--- config.mk ---
export PLATFORM = sky130hd
export DESIGN_NAME = fifo_sync_buffer
export DESIGN_NICKNAME = d
export VERILOG_FILES = /design/src/rtl/fifo_pkg.sv /design/src/rtl/fifo_dp_ram.sv /design/src/rtl/fifo_sync_buffer.sv
export SDC_FILE = /design/constraint.sdc
export NUM_CORES = 1
export LEC_CHECK = 0
export CAP_MARGIN = 20
export CORE_AREA = 2 2 91 101
export CTS_BUF_LIST = sky130_fd_sc_hd__clkbuf_2
export CTS_CLUSTER_DIAMETER = 50
export DETAILED_ROUTE_END_ITERATION = 6
export DIE_AREA = 0 0 93 103
export PLACE_DENSITY = 0.66
export SLEW_MARGIN = 15
export SYNTH_ARGS = -nofsm -noshare
export SYNTH_HDL_FRONTEND = slang
export SYNTH_HIERARCHICAL = 1
export SYNTH_SLANG_ARGS = --single-unit
--- constraint.sdc ---
create_clock -name W_CLK -period 4.9 [get_ports W_CLK]
set_input_delay 0.98 -clock W_CLK [delete_from_list [all_inputs] [get_ports W_CLK]]
set_output_delay 0.98 -clock W_CLK [all_outputs]
set_load 0.02 [all_outputs]
--- src/rtl/fifo_pkg.sv ---
// Shared sizing helpers and default thresholds for the synchronous FIFO.
// Pointer and count widths are derived here so the top and the bench agree.
package fifo_pkg;

    localparam int unsigned DEF_DATA_WIDTH   = 32'd8;
    localparam int unsigned DEF_FIFO_DEPTH   = 32'd8;
    localparam int unsigned DEF_AEMPTY_TH    = 32'd2;
    localparam int unsigned DEF_AFULL_MARGIN = 32'd2;

    // Per-cycle accepted-operation code: {write accepted, read accepted}.
    typedef enum logic [1:0] {
        OP_IDLE  = 2'b00,
        OP_READ  = 2'b01,
        OP_WRITE = 2'b10,
        OP_BOTH  = 2'b11
    } op_e;

    function automatic int unsigned ptr_width(input int unsigned depth);
        return $clog2(depth) + 32'd1;
    endfunction

    function automatic int unsigned count_width(input int unsigned depth);
        return $clog2(depth) + 32'd1;
    endfunction

    function automatic int unsigned def_afull_th(input int unsigned depth);
        return depth - DEF_AFULL_MARGIN;
    endfunction

endpackage

--- src/rtl/fifo_dp_ram.sv ---
// Storage array for the FIFO: one write port and one registered, enabled read port.
// All entries and the read register clear asynchronously on reset.
module fifo_dp_ram #(
    parameter int unsigned DATA_WIDTH = 32'd8,
    parameter int unsigned DEPTH      = 32'd8,
    parameter int unsigned ADDR_W     = $clog2(DEPTH)
) (
    input  logic                  clk,
    input  logic                  rst_n,
    input  logic                  wr_en,
    input  logic [ADDR_W-1:0]     wr_addr,
    input  logic [DATA_WIDTH-1:0] wr_data,
    input  logic                  rd_en,
    input  logic [ADDR_W-1:0]     rd_addr,
    output logic [DATA_WIDTH-1:0] rd_data
);

    logic [DATA_WIDTH-1:0] mem_r [DEPTH];
    logic [DATA_WIDTH-1:0] rd_data_r;

    // Write port: store the word at the write address.
    always_ff @(posedge clk or negedge rst_n) begin
        if (!rst_n) begin
            for (int i = 0; i < int'(DEPTH); i++) begin
                mem_r[i] <= '0;
            end
        end else if (wr_en) begin
            mem_r[wr_addr] <= wr_data;
        end
    end

    // Read port: capture the addressed word only when enabled, hold otherwise.
    always_ff @(posedge clk or negedge rst_n) begin
        if (!rst_n) begin
            rd_data_r <= '0;
        end else if (rd_en) begin
            rd_data_r <= mem_r[rd_addr];
        end
    end

    assign rd_data = rd_data_r;

endmodule

--- src/rtl/fifo_sync_buffer.sv ---
// Single-clock FIFO: pointer, occupancy, threshold and sticky error logic
// around a fifo_dp_ram storage block.
module fifo_sync_buffer
    import fifo_pkg::*;
#(
    parameter int unsigned DATA_WIDTH = DEF_DATA_WIDTH,
    parameter int unsigned FIFO_DEPTH = DEF_FIFO_DEPTH,
    parameter int unsigned AFULL_TH   = def_afull_th(FIFO_DEPTH),
    parameter int unsigned AEMPTY_TH  = DEF_AEMPTY_TH
) (
    input  logic                                W_CLK,
    input  logic                                W_RST,
    input  logic [DATA_WIDTH-1:0]               WR_DATA,
    input  logic                                Wr_en,
    input  logic                                Rd_en,
    input  logic                                CLR_ERR,
    output logic [DATA_WIDTH-1:0]               RD_DATA,
    output logic                                RD_VALID,
    output logic                                FULL,
    output logic                                EMPTY,
    output logic                                AFULL,
    output logic                                AEMPTY,
    output logic [count_width(FIFO_DEPTH)-1:0]  COUNT,
    output logic                                OVERFLOW,
    output logic                                UNDERFLOW
);

    localparam int unsigned PTR_W = ptr_width(FIFO_DEPTH);
    localparam int unsigned AW    = PTR_W - 32'd1;
    localparam int unsigned CW    = count_width(FIFO_DEPTH);

    logic [PTR_W-1:0] wr_ptr_r;
    logic [PTR_W-1:0] rd_ptr_r;
    logic [CW-1:0]    count_r;
    logic [CW-1:0]    count_nxt_s;
    logic             rd_valid_r;
    logic             overflow_r;
    logic             underflow_r;
    logic             full_s;
    logic             empty_s;
    logic             wr_acc_s;
    logic             rd_acc_s;
    op_e              op_s;

    // Same pointers mean empty; same slot on opposite laps means full.
    assign empty_s  = (wr_ptr_r == rd_ptr_r);
    assign full_s   = (wr_ptr_r[AW-1:0] == rd_ptr_r[AW-1:0]) &&
                      (wr_ptr_r[AW] != rd_ptr_r[AW]);
    assign wr_acc_s = Wr_en & ~full_s;
    assign rd_acc_s = Rd_en & ~empty_s;
    assign op_s     = op_e'({wr_acc_s, rd_acc_s});

    // Next occupancy from the accepted operations of this cycle.
    always_comb begin
        count_nxt_s = count_r;
        case (op_s)
            OP_WRITE: count_nxt_s = count_r + CW'(1);
            OP_READ:  count_nxt_s = count_r - CW'(1);
            OP_BOTH:  count_nxt_s = count_r;
            OP_IDLE:  count_nxt_s = count_r;
            default:  count_nxt_s = count_r;
        endcase
    end

    // Pointers, occupancy and read-valid pulse.
    always_ff @(posedge W_CLK or negedge W_RST) begin
        if (!W_RST) begin
            wr_ptr_r   <= '0;
            rd_ptr_r   <= '0;
            count_r    <= '0;
            rd_valid_r <= 1'b0;
        end else begin
            if (wr_acc_s) begin
                wr_ptr_r <= wr_ptr_r + PTR_W'(1);
            end
            if (rd_acc_s) begin
                rd_ptr_r <= rd_ptr_r + PTR_W'(1);
            end
            count_r    <= count_nxt_s;
            rd_valid_r <= rd_acc_s;
        end
    end

    // Sticky error flags; a new error in the same cycle wins over the clear.
    always_ff @(posedge W_CLK or negedge W_RST) begin
        if (!W_RST) begin
            overflow_r  <= 1'b0;
            underflow_r <= 1'b0;
        end else begin
            if (Wr_en && full_s) begin
                overflow_r <= 1'b1;
            end else if (CLR_ERR) begin
                overflow_r <= 1'b0;
            end
            if (Rd_en && empty_s) begin
                underflow_r <= 1'b1;
            end else if (CLR_ERR) begin
                underflow_r <= 1'b0;
            end
        end
    end

    fifo_dp_ram #(
        .DATA_WIDTH (DATA_WIDTH),
        .DEPTH      (FIFO_DEPTH),
        .ADDR_W     (AW)
    ) u_ram (
        .clk     (W_CLK),
        .rst_n   (W_RST),
        .wr_en   (wr_acc_s),
        .wr_addr (wr_ptr_r[AW-1:0]),
        .wr_data (WR_DATA),
        .rd_en   (rd_acc_s),
        .rd_addr (rd_ptr_r[AW-1:0]),
        .rd_data (RD_DATA)
    );

    assign RD_VALID  = rd_valid_r;
    assign FULL      = full_s;
    assign EMPTY     = empty_s;
    assign COUNT     = count_r;
    assign AFULL     = (32'(count_r) >= AFULL_TH);
    assign AEMPTY    = (32'(count_r) <= AEMPTY_TH);
    assign OVERFLOW  = overflow_r;
    assign UNDERFLOW = underflow_r;

endmodule

==> qor.csv <==
stage;metric;value;unit
outcome;status;finished, final reports clean;
floorplanning;start_util;48.2;%
clock_tree;clkTransAtPathRegs;0.23;ns
finish;finalNonFillerCells;461;
placed_design;placed_cell_area;0.00453;sq mm
timing;rsz0062_at_grt;no;
global_routing;grt_pass1_wl;13600;um
pwr;irDropWorstVdd;0.000337;V
clock_tree;cts_buffers;9;
finish;final_cell_mix;dfrtp_1, mux2_2, clkdlybuf4s50_1, mux2i_1, nor2b_1;
pwr;seqPwrFrac;42.5;%
timing;timing.fmax;269;MHz
synthesis;synthAdderAreaFrac;1.20;%
placed_design;dp_hpwl;4990;um
timing;finClkSkew;0.0271;ns
clock_tree;cts_buffer_depth;2;
worst_setup_path;critical_path.cell_chain;xor2_1 > or3_1 > nor2_1 > clkdlybuf4s50_1;
synthesis;ys_seq_area_share;52.2;%
pwr;report.power.total;3.22;mW
drt;drt_iter0_markers;137;
worst_setup_path;cp_slowest_stage_delay;0.79;ns
floorplanning;die_y;103;um
placed_design;gp_congestion;0.731;
synthesis;synth_flop_cell;dfrtp_1;
synthesis;synth-edff-count;0;
synthesis;synth_top_family_by_area;multiplexers;
pwr;intPower;1.99;mW
timing;fin_tns_setup;0;ns
global_routing;use_met1;26.1;%
global_routing;grt_overflow;0;
drt;drc;0;
drt;routed_wl;8170;um
worst_setup_path;crit_family;flip-flops;
synthesis;synth-seq-cells;87;
timing;finalCritPeriodShare;75.7;%
hold_path;min_path_type;in -> async;
clock_tree;cts_hold_buf;0;
pwr;combPwrFrac;45.8;%
worst_setup_path;cp-start-kind;flop;
finish;layout_commonest_cell;dfrtp_1;
clock_tree;clock_latency;0.54;ns
pwr;p_leak;2.01;nW
global_routing;grt_start_max_net_pins;88;
synthesis;synth_compound_area_share;7.44;%
drt;avgRoutedWirePerCell;17.7;um
finish;final_area;0.00466;sq mm
drt;vias_per_cell;5.52;
finish;drive_gt1_share;27.1;%
timing;relSlewSlack;36.4;%
run;drv_cap;0;
synthesis;synthSimpleGateAreaFrac;9.09;%
clock_tree;cts-root-buf;clkbuf_2;
synthesis;ys_types;42;
clock_tree;post_cts_buffers;0;
finish;diodes;0;
floorplanning;io_pins;32;
synthesis;synthArstFlopShare;100;%
worst_setup_path;crit_path_end_kind;primary output;
clock_tree;cts_tree;built;
clock_tree;htree_levels;3;
pwr;power.density;691;mW/mm^2
global_routing;met3_usage;2.85;%
synthesis;synthesis.nets;332;
global_routing;gr-max-usage-layer;met2;
pwr;swShare;38.1;%
pwr;clock_power_share;11.7;%
global_routing;first_global_vias;2594;
global_routing;met2_usage;30.3;%
finish;area_growth;11.7;%
worst_setup_path;crit_fanout;15;
worst_setup_path;worstPathRequired;3.92;ns
drt;ant_nets;0;
timing;finalSetupViolCount;0;
timing;finalHoldViolations;0;
floorplanning;die_w;93;um
floorplanning;rows;36;
timing;min_period;3.71;ns
worst_setup_path;r2r_slack;1.85;ns
timing;drv_slew;0;
timing;fin_ws;1.19;ns
synthesis;yosysWarnings;6;
worst_setup_path;crit_slowest_cell;dfrtp_1;
floorplanning;die-area;0.00958;sq mm
clock_tree;cts_resized;0;
pwr;p_switching;1.23;mW
drt;vias;2544;
synthesis;muxShareOfSynthArea;24.1;%
worst_setup_path;r2r_cells;11;
synthesis;syn_avg_cell_area;13.2;sq um
worst_setup_path;path_class;reg -> out;
finish;fin_nets;359;
drt;firstDrtPassIters;4;
synthesis;synth_xor_area_share;3.15;%
synthesis;syn-cell-area;0.00417;sq mm
placed_design;dp.cells;445;
worst_setup_path;cp.buffers_inverters;1;
clock_tree;clock-sinks;87;
timing;worst_slew_pin_slew;0.952;ns
global_routing;grtUsageTotal;18.8;%
worst_setup_path;path_depth;4;
worst_setup_path;critical_path_arrival;2.73;ns
placed_design;dp_slack;1.59;ns
placed_design;port_buffers;31;
global_routing;antenna_found_initial;0;
floorplanning;coreArea;0.00865;sq mm
synthesis;syn_inst;315;
==> worst reg2reg max path, stage by stage, from the launching register on <==
cell and delay [ns]:
dfrtp_1 0.79, xor2_1 0.22, o41a_1 0.44, buf_4 0.23
ha_1 0.31, xor2_1 0.18, ha_1 0.23, nand2b_1 0.16
nor2_1 0.10, a21oi_1 0.05, o21ai_0 0.19, o2bb2ai_2 0.08
==> synthesized netlist by cell type (all sizes together) (5+ instances only) <==
| library cell | count | share of area, % |
|---|---|---|
| a211o | 8 | 1.7 |
| a22oi | 8 | 1.4 |
| a41o | 8 | 1.9 |
| buf | 13 | 2.1 |
| dfrtp | 87 | 52 |
| mux2 | 67 | 18 |
| mux2i | 25 | 6.0 |
| nand2 | 10 | 0.90 |
| nand3 | 8 | 0.96 |
| nor2 | 5 | 0.45 |
| nor2b | 17 | 2.6 |
| o21ai | 6 | 0.81 |
| xnor2 | 8 | 1.7 |
| xor2 | 7 | 1.5 |
==> cells by family after synthesis <==
family,after synthesis
multiplexers,92
flip-flops,87
AND/OR/NAND/NOR,59
AO/OA/AOI/OAI,37
buffers and inverters,21
XOR/XNOR,15
adder cells (fa/ha/maj),4
==> sequential cells by signal, indices dropped and copies added (netlist names) <==
| name | count |
|---|---|
| COUNT | 4 |
| OVERFLOW | 1 |
| RD_VALID | 1 |
| UNDERFLOW | 1 |
| rd_ptr_r | 4 |
| u_ram/mem_r | 64 |
| u_ram/rd_data | 8 |
| wr_ptr_r | 4 |
==> metal layers <==
metal,up-vias,share of wire [%]
met3,10,2.6
met2,38,46
met4,0,1.6
li1,1207,-
met1,1289,50
met5,-,0
==> metrics by stage <==
stage	hold WS (ns)	util (%)
after floorplan	0.473	-
after global placement	0.481	52.4
after detailed placement	0.488	52.4
after CTS	0.535	53.8
after global routing	0.464	53.9
final	0.443	53.9
==> path summary, 6_finish.rpt <==
path,start,end
setup / recovery,rd_ptr_r[1],EMPTY
setup reg to reg,rd_ptr_r[1],COUNT[2]
min in group W_CLK,u_ram/mem_r[30],u_ram/mem_r[30]
max in group asynchronous,W_RST,wr_ptr_r[0]
hold / removal,W_RST,OVERFLOW
hold reg to reg,u_ram/mem_r[30],u_ram/mem_r[30]
==> layout make-up <==
class	instances	area, sq um
Clock inverter	6	70.1
Sequential cell	87	2180
Fill cell	761	3990
Tap cell	114	143
Clock buffer	10	50.0
Multi-Input combinational cell	207	1880
Inverter	4	15.0
Timing Repair Buffer	33	327
==> power groups by stage <==
stage / Clock (mW) / Sequential (mW) / Combinational (mW)
after floorplan: 0 / 1.34 / 1.13
after global placement: 0 / 1.37 / 1.46
after detailed placement: 0 / 1.39 / 1.48
after CTS: 0.390 / 1.37 / 1.49
after global routing: 0.419 / 1.42 / 1.63
final: 0.377 / 1.37 / 1.47
Power figures use the tool's default switching activity.
